$ cat config.mk
export PLATFORM = sky130hd
export DESIGN_NAME = ram_arbiter
export DESIGN_NICKNAME = d
export VERILOG_FILES = /design/src/rtl/ram_arbiter.sv
export SDC_FILE = /design/constraint.sdc
export NUM_CORES = 1
export LEC_CHECK = 0
export CAP_MARGIN = 40
export CORE_AREA = 2 2 77 79
export DETAILED_ROUTE_END_ITERATION = 6
export DIE_AREA = 0 0 79 81
export PLACE_DENSITY_LB_ADDON = 0.08
export SLEW_MARGIN = 20
export SYNTH_ARGS = -nofsm -noshare
export SYNTH_HDL_FRONTEND = slang
export SYNTH_SLANG_ARGS = --single-unit
$ cat constraint.sdc
create_clock -name Clk -period 4.8 [get_ports Clk]
set_input_delay 0.96 -clock Clk [delete_from_list [all_inputs] [get_ports Clk]]
set_output_delay 0.96 -clock Clk [all_outputs]
set_load 0.005 [all_outputs]
$ cat src/rtl/ram_arbiter.sv
// ram_arbiter: two-requester (CPU, DMA) arbiter and access sequencer for a single-port data RAM.
// Each access is one RAM command cycle, an optional read-latency wait, then a one-cycle completion
// pulse. On contention the winner alternates, or the CPU always wins if ROUND_ROBIN is 0.
//
// Ports:
//   Clk, Rst                  clock (rising edge), synchronous active-high reset
//   CpuReq/Wr/Addr/WData      CPU request; attributes held stable while CpuReq is high
//   CpuGnt, CpuDone           one-cycle pulses: command on the RAM bus / access complete
//   CpuRData                  last CPU read data, held until the next CPU read completes
//   Dma*                      same set of signals for the DMA requester
//   RamCs/Wen/Oen/Address/DataIn  RAM command bus (all zero outside the command cycle)
//   RamDataOut                RAM read data
//   Busy                      high whenever the sequencer is not idle
// All outputs are driven straight from flops.
module ram_arbiter #(
  parameter int unsigned AW          = 8,
  parameter int unsigned DW          = 8,
  parameter int unsigned RD_LATENCY  = 1,
  parameter int unsigned ROUND_ROBIN = 1
) (
  input  logic          Clk,
  input  logic          Rst,
  input  logic          CpuReq,
  input  logic          CpuWr,
  input  logic [AW-1:0] CpuAddr,
  input  logic [DW-1:0] CpuWData,
  output logic          CpuGnt,
  output logic          CpuDone,
  output logic [DW-1:0] CpuRData,
  input  logic          DmaReq,
  input  logic          DmaWr,
  input  logic [AW-1:0] DmaAddr,
  input  logic [DW-1:0] DmaWData,
  output logic          DmaGnt,
  output logic          DmaDone,
  output logic [DW-1:0] DmaRData,
  output logic          RamCs,
  output logic          RamWen,
  output logic          RamOen,
  output logic [AW-1:0] RamAddress,
  output logic [DW-1:0] RamDataIn,
  input  logic [DW-1:0] RamDataOut,
  output logic          Busy
);

  localparam int unsigned CW = $clog2(RD_LATENCY + 1);

  typedef enum logic [1:0] {StIdle, StAccess, StWait, StDone} state_e;

  state_e        state_q, state_d;
  // Last granted requester (1 = DMA); during an access it also names the current owner.
  logic          sel_q, sel_d;
  logic          wr_q, wr_d;
  logic [AW-1:0] addr_q, addr_d;
  logic [DW-1:0] wdata_q, wdata_d;
  logic [CW-1:0] cnt_q, cnt_d;
  logic [DW-1:0] cpu_rdata_q, cpu_rdata_d;
  logic [DW-1:0] dma_rdata_q, dma_rdata_d;

  logic          cpu_gnt_q, cpu_gnt_d;
  logic          dma_gnt_q, dma_gnt_d;
  logic          cpu_done_q, cpu_done_d;
  logic          dma_done_q, dma_done_d;
  logic          ram_cs_q, ram_cs_d;
  logic          ram_wen_q, ram_wen_d;
  logic          ram_oen_q, ram_oen_d;
  logic [AW-1:0] ram_addr_q, ram_addr_d;
  logic [DW-1:0] ram_din_q, ram_din_d;
  logic          busy_q, busy_d;

  logic          pick_dma;

  // Next-state logic.
  always_comb begin
    state_d     = state_q;
    sel_d       = sel_q;
    wr_d        = wr_q;
    addr_d      = addr_q;
    wdata_d     = wdata_q;
    cnt_d       = cnt_q;
    cpu_rdata_d = cpu_rdata_q;
    dma_rdata_d = dma_rdata_q;
    pick_dma    = 1'b0;

    unique case (state_q)
      StIdle: begin
        if (CpuReq || DmaReq) begin
          // DMA wins if alone, or on a tie when round-robin says the CPU went last.
          pick_dma = DmaReq && (!CpuReq || ((ROUND_ROBIN != 0) && !sel_q));
          sel_d    = pick_dma;
          wr_d     = pick_dma ? DmaWr    : CpuWr;
          addr_d   = pick_dma ? DmaAddr  : CpuAddr;
          wdata_d  = pick_dma ? DmaWData : CpuWData;
          state_d  = StAccess;
        end
      end
      StAccess: begin
        if (wr_q) begin
          state_d = StDone;
        end else begin
          state_d = StWait;
          cnt_d   = CW'(RD_LATENCY);
        end
      end
      StWait: begin
        if (cnt_q == CW'(1)) begin
          state_d = StDone;
          if (sel_q) begin
            dma_rdata_d = RamDataOut;
          end else begin
            cpu_rdata_d = RamDataOut;
          end
        end else begin
          cnt_d = cnt_q - CW'(1);
        end
      end
      StDone: begin
        state_d = StIdle;
      end
      default: begin
        state_d = StIdle;
      end
    endcase
  end

  // Output values for the next cycle, decoded from the next state so outputs are registered.
  always_comb begin
    ram_cs_d   = (state_d == StAccess);
    ram_wen_d  = ram_cs_d && wr_d;
    ram_oen_d  = ram_cs_d && !wr_d;
    ram_addr_d = ram_cs_d ? addr_d : '0;
    ram_din_d  = (ram_cs_d && wr_d) ? wdata_d : '0;
    cpu_gnt_d  = ram_cs_d && !sel_d;
    dma_gnt_d  = ram_cs_d && sel_d;
    cpu_done_d = (state_d == StDone) && !sel_d;
    dma_done_d = (state_d == StDone) && sel_d;
    busy_d     = (state_d != StIdle);
  end

  always_ff @(posedge Clk) begin
    if (Rst) begin
      state_q     <= StIdle;
      sel_q       <= 1'b1;
      wr_q        <= 1'b0;
      addr_q      <= '0;
      wdata_q     <= '0;
      cnt_q       <= '0;
      cpu_rdata_q <= '0;
      dma_rdata_q <= '0;
      cpu_gnt_q   <= 1'b0;
      dma_gnt_q   <= 1'b0;
      cpu_done_q  <= 1'b0;
      dma_done_q  <= 1'b0;
      ram_cs_q    <= 1'b0;
      ram_wen_q   <= 1'b0;
      ram_oen_q   <= 1'b0;
      ram_addr_q  <= '0;
      ram_din_q   <= '0;
      busy_q      <= 1'b0;
    end else begin
      state_q     <= state_d;
      sel_q       <= sel_d;
      wr_q        <= wr_d;
      addr_q      <= addr_d;
      wdata_q     <= wdata_d;
      cnt_q       <= cnt_d;
      cpu_rdata_q <= cpu_rdata_d;
      dma_rdata_q <= dma_rdata_d;
      cpu_gnt_q   <= cpu_gnt_d;
      dma_gnt_q   <= dma_gnt_d;
      cpu_done_q  <= cpu_done_d;
      dma_done_q  <= dma_done_d;
      ram_cs_q    <= ram_cs_d;
      ram_wen_q   <= ram_wen_d;
      ram_oen_q   <= ram_oen_d;
      ram_addr_q  <= ram_addr_d;
      ram_din_q   <= ram_din_d;
      busy_q      <= busy_d;
    end
  end

  assign CpuGnt     = cpu_gnt_q;
  assign CpuDone    = cpu_done_q;
  assign CpuRData   = cpu_rdata_q;
  assign DmaGnt     = dma_gnt_q;
  assign DmaDone    = dma_done_q;
  assign DmaRData   = dma_rdata_q;
  assign RamCs      = ram_cs_q;
  assign RamWen     = ram_wen_q;
  assign RamOen     = ram_oen_q;
  assign RamAddress = ram_addr_q;
  assign RamDataIn  = ram_din_q;
  assign Busy       = busy_q;

endmodule
# [Word level (Yosys, flattened, before mapping)]
# Cells that the tools add are included.
[op_classes] add_sub_neg=1 n_eq_ne=6 mux=18 n_bitwise=3 n_reduce_logical=21
[ops] op="8-bit two-way mux" count=6
[ops] op="1-bit two-way mux" count=8
[ops] op="2-bit case mux with 4 select lines" count=1
[ops] op="1-bit logical AND" count=7
[ops] op="2-bit equality test, second input constant" count=3
[ops] op="3-bit AND reduction" count=2
[ops] op="2-bit by 1-bit equality test with 1-bit output, second input constant" count=2
[ops] op="1-bit zero test" count=4
[ops] op="2-bit two-way mux" count=2
[ops] op="2-bit nonzero test" count=2
[ops] op="2-bit OR reduction" count=2
[ops] op="1-bit NOT" count=3
[ops] op="2-bit zero test" count=1
[ops] op="1-bit logical OR" count=2
[ops] op="2-bit != test, second input constant" count=1
[ops] op="1-bit case mux with 2 select lines" count=1
[ops] op="2-bit AND reduction" count=1
[ops] op="1-bit subtractor, second input constant" count=1
[totals] regBits=61 in_bits=46 word_cells=67

# [Longest topological paths before layout]
# Gate-level depths: netlist of run 1.
[logic_depth] word_depth=9 depth_mapped=8 mapped_depth_nobuf=5

# [Least setup slack after synthesis of run 1]
# Ideal clock, no wire load.
[synth_path] path_type="in2reg" start="input port CpuReq" end="register ram_addr_q[1] (netlist: RamAddress[1])" arrival_time_ns=1.894 required_ns=4.672 setup_slack_ns=2.778 path_stages=4 cell_sequence="or4b_1 o211ai_1 buf_4 nor4_1"
[synth_via] elab_chain_len=6 elab_cells_between_ends=12 classes_between="eq/ne: 1; mux: 5; bitwise: 1; reduce/logical: 5"
[synth_rtl] item="from (decl)" line_no="23" rtl="input logic CpuReq,"
[synth_rtl] item="1-bit logical OR / 1-bit zero test (equally long branches)" line_no="87, 89"
[synth_rtl] item="2-bit two-way mux / 1-bit logical OR (equally long branches)" line_no="87, 89"
[synth_rtl] item="2-bit case mux with 4 select lines / 1-bit logical AND (equally long branches)" line_no="85, 89"
[synth_rtl] item="2-bit by 1-bit equality test with 1-bit output / 8-bit two-way mux (equally long branches)" line_no="128, 92"
[synth_rtl] item="1-bit NOT (no line) / 8-bit two-way mux (equally long branches)"
[synth_rtl] item="2-bit OR reduction (no line) / 8-bit two-way mux (equally long branches)"
[synth_rtl] item="to (signal assigned)" line_no="176" rtl="ram_addr_q <= ram_addr_d;"
[synth_rtl] item="to (decl)" line_no="67" rtl="logic [AW-1:0] ram_addr_q, ram_addr_d;"
# Several ways; a longest one is shown, not always the timed one.
# A chain may end at the register's enable or synchronous reset.

# [Worst setup path after layout of run 1]
[layout_path] start="input port DmaReq" end="register ram_oen_q (netlist: RamOen)"
[layout_via] elab_chain_len=6 elab_cells_between_ends=10 classes_between="eq/ne: 1; mux: 5; reduce/logical: 4"
[layout_rtl] item="from (decl)" line_no="30" rtl="input logic DmaReq,"
[layout_rtl] item="parallel branches: the longest is 5 deep, another holds 2-bit case mux with 4 select lines"
[layout_rtl] item="1-bit logical AND *" line_no="130" rtl="ram_oen_d = ram_cs_d && !wr_d;"
[layout_rtl] item="to (signal assigned)" line_no="175" rtl="ram_oen_q <= ram_oen_d;"
[layout_rtl] item="to (decl)" line_no="66" rtl="logic ram_oen_q, ram_oen_d;"
# Mark *: on every way between the ends.

==> qor.txt, run 1 <==
======================================================================================
Number of rows in the core area                                                     28
Result of the run                                                         finished, final reports clean
Largest area contributor in the netlist                                   sky130_fd_sc_hd__dfxtp_1
Setup slack after placement                                                    1.50 ns
Post-CTS Setup Inserts                                                               0
R2R Path End                                                                    RamOen
Residual DRC count                                                                   0
Highest attainable clock frequency                                             341 MHz
Wire length after detailed routing                                             6080 um
Count of cells along the worst register-to-register path                             6
Top cell type's share of synthesized area                                        0.461
CTS sink cnt                                                                        61
Crit path cell chain                                                      clkdlybuf4s50_1, or4b_1, o211ai_1, buf_4, o21ba_2
Total inserted antenna cells                                                         0
Syn Std Cell Area                                                         0.00265 sq mm
Most area-consuming cells after synthesis                                 sky130_fd_sc_hd__dfxtp_1, sky130_fd_sc_hd__mux2i_1, sky130_fd_sc_hd__nor2b_1
Initial antenna violation count                                                      0
Final setup fails                                                                    0
Layout area overhead                                                             37.8%
CTS max path bufs                                                                    2
Critical Path Source Type                                                    input pin
Yosys synthesis warning count                                                        0
CTS Buf Count                                                                        9
Reg2Reg Launch Point                                                        state_q[0]
Crit share post-route                                                            0.611
R2r setup slk                                                                  2.81 ns
Commonest cells in the synthesized netlist                                sky130_fd_sc_hd__dfxtp_1, sky130_fd_sc_hd__nor2_1, sky130_fd_sc_hd__nor2b_1
Top delay family on crit path                                             buffers and inverters
Worst-path clk slew                                                            0.06 ns
Number of DRC violations after detailed-routing iteration 0                        184
CTS tree                                                                          done
Kind of critical path                                                        in -> reg
Pin count of the biggest net entering global routing                                47
# IOs                                                                               86
Horizontal die dimension                                                         79 um
Final period demand of the worst path                                          2.93 ns
Start point of the critical path                                                DmaReq
Die footprint                                                             0.00640 sq mm
Weighted congestion reported at the end of routability-driven placement          0.738
Total of flip-flops plus latches after synthesis                                    61
Most common flop cell mapped by yosys                                     sky130_fd_sc_hd__dfxtp_1
Sum of buffers and inverters on the critical path                                    2
First-pass DRT Iterations                                                            4
Critical Path RT                                                               5.02 ns
Nets                                                                               404
Hold crit path type                                                         reg -> reg
Global-route congestion overflow total                                               0
Crit-path max cell delay                                                       0.76 ns
TNS Setup                                                                         0 ns
Fin worst setup slack                                                          1.87 ns
H-tree Lvls                                                                          3
Number of distinct library cells after synthesis                                    35
Termination of the worst setup path                                             RamOen
Measured slew at the worst slew-check pin                                     0.683 ns
Rel. slew slack                                                                  0.543
Initial core utilization                                                         0.467
Hold Fails Final Rpt                                                                 0
Hold Path Origin                                                                 cnt_q
Sequential fraction of the synthesis area                                        0.461
Post-synthesis instance total                                                      277
Routed wire length per instance                                                14.0 um
Setup repair after global routing missed its margin                              false
Max-cap violations                                                                   0
GR Util All Layers                                                               0.200
Total leakage power                                                            1.45 nW
Setup Skew                                                                  0.00532 ns
Maximum fanout along the worst path                                                 21
Count of vias placed by the detailed router                                       2253
Proportion of layout cells with a drive suffix above 1                          0.0950
Placeable core area                                                       0.00568 sq mm
Number of cells traversed by the worst hold path                                     2
EDFF count, synth                                                                    0
Mean Syn Cell Area                                                          9.57 sq um
First-pass GRT wire length                                                    10100 um
CTS Hold Buffers Added                                                               0
Count of pins over their slew limit                                                  0
Most frequently used cell type in the post-synthesis netlist              sky130_fd_sc_hd__dfxtp_1
Post-Synthesis Net Count                                                           327
Via count normalized by instance count                                            5.20
Clock tree root driver cell                                               sky130_fd_sc_hd__clkbuf_8
HPWL after detailed placement                                                  4090 um
Max IR drop VDD                                                               0.265 mV
Ratio of total power to cell area                                          550 mW/mm^2
Worst Path Arrival                                                             3.15 ns
Endpoint class of the critical path                                               flop
Worst path slowest cell                                                   sky130_fd_sc_hd__clkdlybuf4s50_1
Vias in the first global route                                                    2189
Die Ht                                                                           81 um
Number of logic stages on the critical path including buffering                      5
Port bufs                                                                           85
Share of synthesized registers carrying an async set or reset                        0
Post-CTS resize count                                                                0
Remaining antenna violation count                                                    0
Worst skew pair latency                                                        0.33 ns
======================================================================================
==> area by class of cell <==
class                   instances  area (sq um)
clock inverters                 2          10.0
multi-input cells             187          1270
flip-flops and latches         61          1220
clock buffers                  13           149
fillers                       516          2020
well taps                      75          93.8
inverters                       5          18.8
repair buffers                 90           888
==> worst min-delay path by stage <==
| stage | end | slack [ns] |
|---|---|---|
| after floorplan | cnt_q | 0.45 |
| after global placement | cnt_q | 0.47 |
| after detailed placement | cnt_q | 0.47 |
| after CTS | cnt_q | 0.48 |
| after global routing | wdata_q[1] | 0.51 |
| final | cnt_q | 0.48 |
==> report_power, final <==
| part | switching [mW] | total, mW | internal (mW) |
|---|---|---|---|
| Sequential | 0.0792 | 0.741 | 0.662 |
| Combinational | 0.452 | 0.891 | 0.439 |
| Clock | 0.180 | 0.377 | 0.197 |
==> logic make-up after synthesis <==
family          count (synthesis)  share of synthesized area
simple gates                  122                      0.280
compound gates                 45                      0.120
fa+ha+maj                       4                     0.0189
flops                          61                      0.461
mux                            16                     0.0604
buf+inv                        29                     0.0595
==> cell usage in the layout, fill, tap and decap left out, drive strengths merged, types with 4 or more instances in the layout <==
cell | Yosys | routed
clkdlybuf4s50 | 0 | 85
dfxtp | 61 | 61
nor2 | 29 | 29
nor4 | 25 | 25
nor2b | 20 | 20
nor3 | 17 | 17
a21oi | 17 | 17
mux2i | 16 | 16
clkbuf | 6 | 13
nand2b | 10 | 10
a32o | 9 | 9
nand3b | 8 | 8
o22ai | 8 | 8
or2 | 7 | 7
inv | 5 | 5
buf | 18 | 5
ha | 4 | 4
==> stage by stage <==
| step | hold slack [ns] | instance area, sq um | power [mW] | util | instances |
|---|---|---|---|---|---|
| after detailed placement | 0.471 | 3490 | 1.64 | 0.616 | 418 |
| after global routing | 0.507 | 3650 | 2.17 | 0.644 | 433 |
| after floorplan | 0.452 | 2650 | 1.36 | - | 277 |
| after CTS | 0.483 | 3650 | 2.03 | 0.644 | 433 |
| after global placement | 0.470 | 3490 | 1.62 | 0.614 | 417 |
| final | 0.481 | 3650 | 2.01 | 0.644 | 433 |
==> flip-flops by register name, summed over array words and instances, names as in the netlist, 2 cells and up <==
register and flops:
wdata_q 8, addr_q 8, RamAddress 8, DmaRData 8, CpuRData 8, RamDataIn 8, state_q 2
==> worst reg2reg max path: cells and delay by family (launching register included) <==
family	cells	cell delay, ns
AOI/OAI and AO/OA	2	0.79
buffers and inverters	2	0.45
DFF	1	0.34
adders and majority gates	1	0.15
and+or+nand+nor	1	0.15
==> per-layer routing <==
layer	wire length, um	GRT usage	part of all wire
met2	2820	0.306	0.46
met4	74	0.0845	0.012
met5	0	0	0
met1	2790	0.271	0.46
met3	400	0.0478	0.066
No activity file was read; power rests on OpenSTA's default activity.
==> run 2: changes to the inputs <==
CORE_AREA = 2 2 79 81   (was 2 2 77 79)
DIE_AREA = 0 0 81 83   (was 0 0 79 81)
clock period = 2.7 ns   (was 4.8 ns; I/O delays follow)
==> run 2 against run 1 <==
Net effect:
- wire length increased by 1.8%
- critical path depth increased by 1
- sequential share of layout area decreased by 0.27 points
- clock skew increased by 0.0017 ns
- hold slack improved by 0.0080 ns
- sequential power increased by 77%
- core utilization decreased by 1.0 points
- critical path type is now reg -> reg
- flip-flop and latch count unchanged
- largest power group unchanged
- combinational power increased by 82%
==> qor.txt, run 2 (synthesized netlist as in run 1, its figures left out) <==
======================================================================================
First-pass DRT Iterations                                                            4   unchanged
Number of cells after detailed placement                                           422   +0.96%
Worst-path clk slew                                                            0.06 ns   about the same
Measured slew at the worst slew-check pin                                     0.599 ns   -0.0850 ns
Result of the run                                                         finished, final reports clean
Routed wire length per instance                                                14.2 um   +0.85%
First-pass GRT wire length                                                    10200 um   +0.61%
Highest attainable clock frequency                                             487 MHz
Hold crit path type                                                         reg -> reg
Total inserted antenna cells                                                         0   unchanged
H-tree Lvls                                                                          3   unchanged
Setup repair after global routing missed its margin                              false
Max-cap violations                                                                   0   unchanged
Final period demand of the worst path                                          2.05 ns
Proportion of layout cells with a drive suffix above 1                           0.105   +0.0100
Number of non-filler instances in the completed layout                             437   +0.92%
# IOs                                                                               86   unchanged
Post-CTS Setup Inserts                                                               0   unchanged
Horizontal die dimension                                                         81 um   +2.5%
Crit share post-route                                                            0.761
Clock tree root driver cell                                               sky130_fd_sc_hd__clkbuf_8
Layout area overhead                                                             39.0%
Number of rows in the core area                                                     28   unchanged
Setup slack after placement                                                   0.331 ns   -1.17 ns
Weighted congestion reported at the end of routability-driven placement          0.815   +10%
Vias in the first global route                                                    2204   +0.69%
Rel. slew slack                                                                  0.601   +0.0581
Wire length after detailed routing                                             6190 um   +1.8%
Most common cell after layout, fill and taps aside                        sky130_fd_sc_hd__clkdlybuf4s50_1
Kind of critical path                                                       reg -> reg
Die footprint                                                             0.00672 sq mm   +5.1%
Initial antenna violation count                                                      0   unchanged
Final setup fails                                                                    0   unchanged
Commonest cells after routing, fill and taps aside                        sky130_fd_sc_hd__clkdlybuf4s50_1, sky130_fd_sc_hd__dfxtp_1, sky130_fd_sc_hd__nor2_1
Pin count of the biggest net entering global routing                                40   -15%
Placeable core area                                                       0.00582 sq mm   +2.5%
Number of DRC violations after detailed-routing iteration 0                        184   unchanged
Total leakage power                                                            1.47 nW   +1.4%
CTS sink cnt                                                                        61   unchanged
Hold Fails Final Rpt                                                                 0   unchanged
HPWL after detailed placement                                                  4200 um   +2.8%
Setup Skew                                                                  0.00702 ns   +0.00169 ns
Maximum fanout along the worst path                                                 18   -14%
Critical Path Source Type                                                         flop
Worst Path Arrival                                                             2.28 ns   -0.87 ns
CTS Hold Buffers Added                                                               0   unchanged
CTS tree                                                                          done
Count of pins over their slew limit                                                  0   unchanged
Nets                                                                               408   +0.99%
Worst skew pair latency                                                        0.34 ns   about the same
Die Ht                                                                           83 um   +2.5%
Via count normalized by instance count                                            5.22   +0.27%
Initial core utilization                                                         0.456   -0.0113
Residual DRC count                                                                   0   unchanged
CTS Buf Count                                                                        9   unchanged
Critical Path RT                                                               2.93 ns   -2.09 ns
GR Util All Layers                                                               0.194   -0.00553
CTS max path bufs                                                                    2   unchanged
Fin worst setup slack                                                         0.646 ns   -1.22 ns
Total Power Consumption                                                        3.61 mW   +80%
TNS Setup                                                                         0 ns   unchanged
Count of vias placed by the detailed router                                       2280   +1.2%
Port bufs                                                                           85   unchanged
Ratio of total power to cell area                                          981 mW/mm^2   +78%
Remaining antenna violation count                                                    0   unchanged
Max IR drop VDD                                                               0.483 mV   +82%
Global-route congestion overflow total                                               0   unchanged
Post-CTS resize count                                                                0   unchanged
Finished Core Util                                                               0.633   -0.0103
Endpoint class of the critical path                                               flop
======================================================================================
-- run 2: cell types whose count changed in the layout (fill, tap and decap cells not counted), sizes merged --
cell  before  now
buf        5    9
-- run 2: layout make-up --
class                           count  area (sq um)
Fill cell                         528          2130
Multi-Input combinational cell    187          1270
Sequential cell                    61          1220
Timing Repair Buffer               94           918
Clock buffer                       13           149
Tap cell                           75          93.8
Inverter                            5          18.8
Clock inverter                      2          10.0
-- run 2: power by group --
group / switching (mW) / leakage, nW / internal, mW
sequential: 0.138 / 0.499 / 1.18
clock: 0.331 / 0.0833 / 0.351
combinational: 0.809 / 0.884 / 0.807
-- run 2: worst max-delay path: stages, from the launching register on --
cell and delay, ns:
sky130_fd_sc_hd__dfxtp_1 0.33, sky130_fd_sc_hd__inv_1 0.11, sky130_fd_sc_hd__ha_1 0.35, sky130_fd_sc_hd__buf_4 0.27, sky130_fd_sc_hd__o21a_1 0.52, sky130_fd_sc_hd__nor2_1 0.14, sky130_fd_sc_hd__o21ba_2 0.22
-- run 2: path summary, 6_finish.rpt --
check,slack [ns],depth (start not counted),end,start
setup / recovery,0.65,6,RamOen,state_q[0]
setup reg to reg,0.65,6,RamOen,state_q[0]
hold / removal,0.49,2,cnt_q,cnt_q
hold reg to reg,0.49,2,cnt_q,cnt_q
-- run 2: stage by stage --
| step | area [sq um] | hold slack, ns |
|---|---|---|
| floorplan | 2650 | 0.452 |
| global placement | 3520 | 0.468 |
| detailed placement | 3520 | 0.477 |
| CTS | 3680 | 0.488 |
| global route | 3680 | 0.501 |
| finish | 3680 | 0.489 |
-- run 2: layer usage --
metal  global-route usage  routed length (um)
met1                0.252                2670
met2                0.291                2920
met3               0.0554                 461
met4                0.100                 140
met5                    0                   0
==> run 3: changes to the inputs <==
clock period = 2.1 ns   (was 2.7 ns; I/O delays follow)
==> run 3 against run 2 <==
Net effect:
- core utilization rose by 1.6 points
- wire length rose by 1.2%
- critical path depth rose by 1
- clock skew rose by 0.0014 ns
- via count rose by 0.88%
- die area did not move
- non-clock buffer count rose by 5
- sequential power rose by 27%
- maximum frequency rose by 10%
- critical path type unchanged
- final cell count rose by 1.1%
==> qor.txt, run 3 (synthesized netlist as in run 1, its figures left out) <==
======================================================================================
Max IR drop VDD                                                               0.503 mV   +4.1%
Comb power frac                                                                  0.435   -0.012
Hold Fails Final Rpt                                                                 0   unchanged
Total leakage power                                                            1.52 nW   +3.5%
Initial antenna violation count                                                      0   unchanged
HPWL after detailed placement                                                  4320 um   +2.9%
R2R Path End                                                                 addr_q[0]
Total inserted antenna cells                                                         0   unchanged
Hold Path Origin                                                                 cnt_q
Post-CTS resize count                                                                0   unchanged
Worst Path Arrival                                                             2.06 ns   -0.22 ns
Sum of buffers and inverters on the critical path                                    3   +1
Horizontal die dimension                                                         81 um   unchanged
Critical Path RT                                                               2.30 ns   -0.63 ns
Internal Pwr Total                                                             3.28 mW   +40%
Measured slew at the worst slew-check pin                                     0.608 ns   +0.00993 ns
Worst skew pair latency                                                        0.34 ns   about the same
H-tree Lvls                                                                          3   unchanged
Post-CTS Setup Inserts                                                               0   unchanged
Ratio of total power to cell area                                         1310 mW/mm^2   +33%
Proportion of layout cells with a drive suffix above 1                           0.125   +0.0204
R2r setup slk                                                                  0.24 ns   -0.41 ns
Remaining antenna violation count                                                    0   unchanged
Fraction of power consumed by the clock network                                  0.227   +0.038
Maximum fanout along the worst path                                                 22   +4
Hold crit path type                                                         reg -> reg
Crit-path max cell delay                                                       0.36 ns   -0.16 ns
Weighted congestion reported at the end of routability-driven placement          0.788   -3.3%
Number of cells traversed by the worst hold path                                     2   unchanged
Vias in the first global route                                                    2289   +3.9%
Most Frequent Cell on Critical Path                                       sky130_fd_sc_hd__buf_4
Nets                                                                               413   +1.2%
Global-route congestion overflow total                                               0   unchanged
Commonest cells after routing, fill and taps aside                        sky130_fd_sc_hd__clkdlybuf4s50_1, sky130_fd_sc_hd__dfxtp_1, sky130_fd_sc_hd__nor2_1
Rel. slew slack                                                                  0.594   -0.00662
Count of pins over their slew limit                                                  0   unchanged
Setup repair after global routing missed its margin                              false
Final setup fails                                                                    0   unchanged
CTS max path bufs                                                                    2   unchanged
# IOs                                                                               86   unchanged
Finished Core Util                                                               0.649   +0.0157
Clock tree root driver cell                                               sky130_fd_sc_hd__clkbuf_8
Layout area overhead                                                             42.4%
Sequential Power Share                                                           0.338   -0.026
Critical Path Source Type                                                         flop
Reg2Reg Launch Point                                                        state_q[0]
Pin count of the biggest net entering global routing                                40   unchanged
Placeable core area                                                       0.00582 sq mm   unchanged
Kind of critical path                                                       reg -> reg
Count of vias placed by the detailed router                                       2300   +0.88%
CTS sink cnt                                                                        61   unchanged
Setup Skew                                                                  0.00845 ns   +0.00143 ns
Max-cap violations                                                                   0   unchanged
Via count normalized by instance count                                            5.20   -0.26%
Port bufs                                                                           85   unchanged
Initial core utilization                                                         0.456   unchanged
First-pass GRT wire length                                                    10300 um   +0.88%
Worst path slowest cell                                                   sky130_fd_sc_hd__ha_1
Crit share post-route                                                            0.887   +0.127
Die footprint                                                             0.00672 sq mm   unchanged
Switching power share of the total                                               0.336   -0.0173
Highest attainable clock frequency                                             537 MHz   +10%
Count of cells along the worst register-to-register path                             7   +1
Routed wire length per instance                                                14.2 um   about the same
GR Util All Layers                                                               0.195   +0.000893
Residual DRC count                                                                   0   unchanged
Final period demand of the worst path                                          1.86 ns   -0.190 ns
Number of DRC violations after detailed-routing iteration 0                        114   -38%
Die Ht                                                                           83 um   unchanged
Sink of the worst hold path                                                      cnt_q
CTS tree                                                                          done
CTS Hold Buffers Added                                                               0   unchanged
Minimum hold slack                                                            0.488 ns   -0.00166 ns
First-pass DRT Iterations                                                            4   unchanged
Top delay family on crit path                                             buffers and inverters
Number of rows in the core area                                                     28   unchanged
Most common cell after layout, fill and taps aside                        sky130_fd_sc_hd__clkdlybuf4s50_1
Worst-path clk slew                                                            0.06 ns   about the same
CTS Buf Count                                                                        9   unchanged
Total Power Consumption                                                        4.94 mW   +37%
Result of the run                                                         finished, final reports clean
Crit path cell chain                                                      inv_1, ha_1, buf_4, nand2_1, buf_4, nor3_1, nor4_1
Net switching power                                                            1.66 mW   +30%
Wire length after detailed routing                                             6260 um   +1.2%
Endpoint class of the critical path                                               flop
======================================================================================
## run 3: changes by cell type in the layout (fill, tap and decap cells not counted)
cell                        delta
sky130_fd_sc_hd__buf_4         +5
sky130_fd_sc_hd__clkbuf_1      -3
sky130_fd_sc_hd__bufinv_16     +2
sky130_fd_sc_hd__clkinv_2      +1
## run 3: cell type report
type / count / area, sq um
inverters: 5 / 18.8
clock buffers: 10 / 138
well taps: 75 / 93.8
multi-input cells: 187 / 1270
flip-flops and latches: 61 / 1220
fillers: 510 / 2040
clock inverters: 5 / 75.1
repair buffers: 99 / 956
## run 3: how the worst max path moves through the flow
stage               slack, ns      endpoint  depth (start not counted)        from
global route             0.06     addr_q[3]                          7  state_q[0]
global placement        -0.07        RamOen                          5      CpuReq
detailed placement      -0.09        RamOen                          5      CpuReq
floorplan                0.50  RamDataIn[2]                          7  state_q[0]
finish                   0.24     addr_q[0]                          7  state_q[0]
CTS                      0.21        RamOen                          5  state_q[0]
## run 3: power by group through the flow
stage	Clock, mW	Combinational [mW]	Sequential [mW]
6_report	1.12	2.15	1.67
5_1_grt	1.19	2.39	1.71
4_1_cts	1.14	2.17	1.67
3_5_place_dp	0	2.16	1.69
3_3_place_gp	0	2.13	1.69
2_1_floorplan	0	1.43	1.67
## run 3: metrics by stage
stage | cells | cell area [sq um] | TNS [ns] | setup WS [ns]
after global routing | 442 | 3770 | 0 | 0.0585
after global placement | 427 | 3560 | -0.0721 | -0.0721
final | 442 | 3770 | 0 | 0.236
after floorplan | 277 | 2650 | 0 | 0.503
after CTS | 442 | 3770 | 0 | 0.206
after detailed placement | 427 | 3560 | -0.269 | -0.0871
## run 3: routing by layer
metal | part of all wire | GRT usage
met1 | 0.44 | 0.233
met2 | 0.48 | 0.323
met3 | 0.066 | 0.0511
met4 | 0.014 | 0.0878
met5 | 0 | 0
## run 3: worst min-delay path: stages (launching register included)
cell and delay [ns]:
sky130_fd_sc_hd__dfxtp_1 0.33, sky130_fd_sc_hd__inv_1 0.06, sky130_fd_sc_hd__a21oi_1 0.05
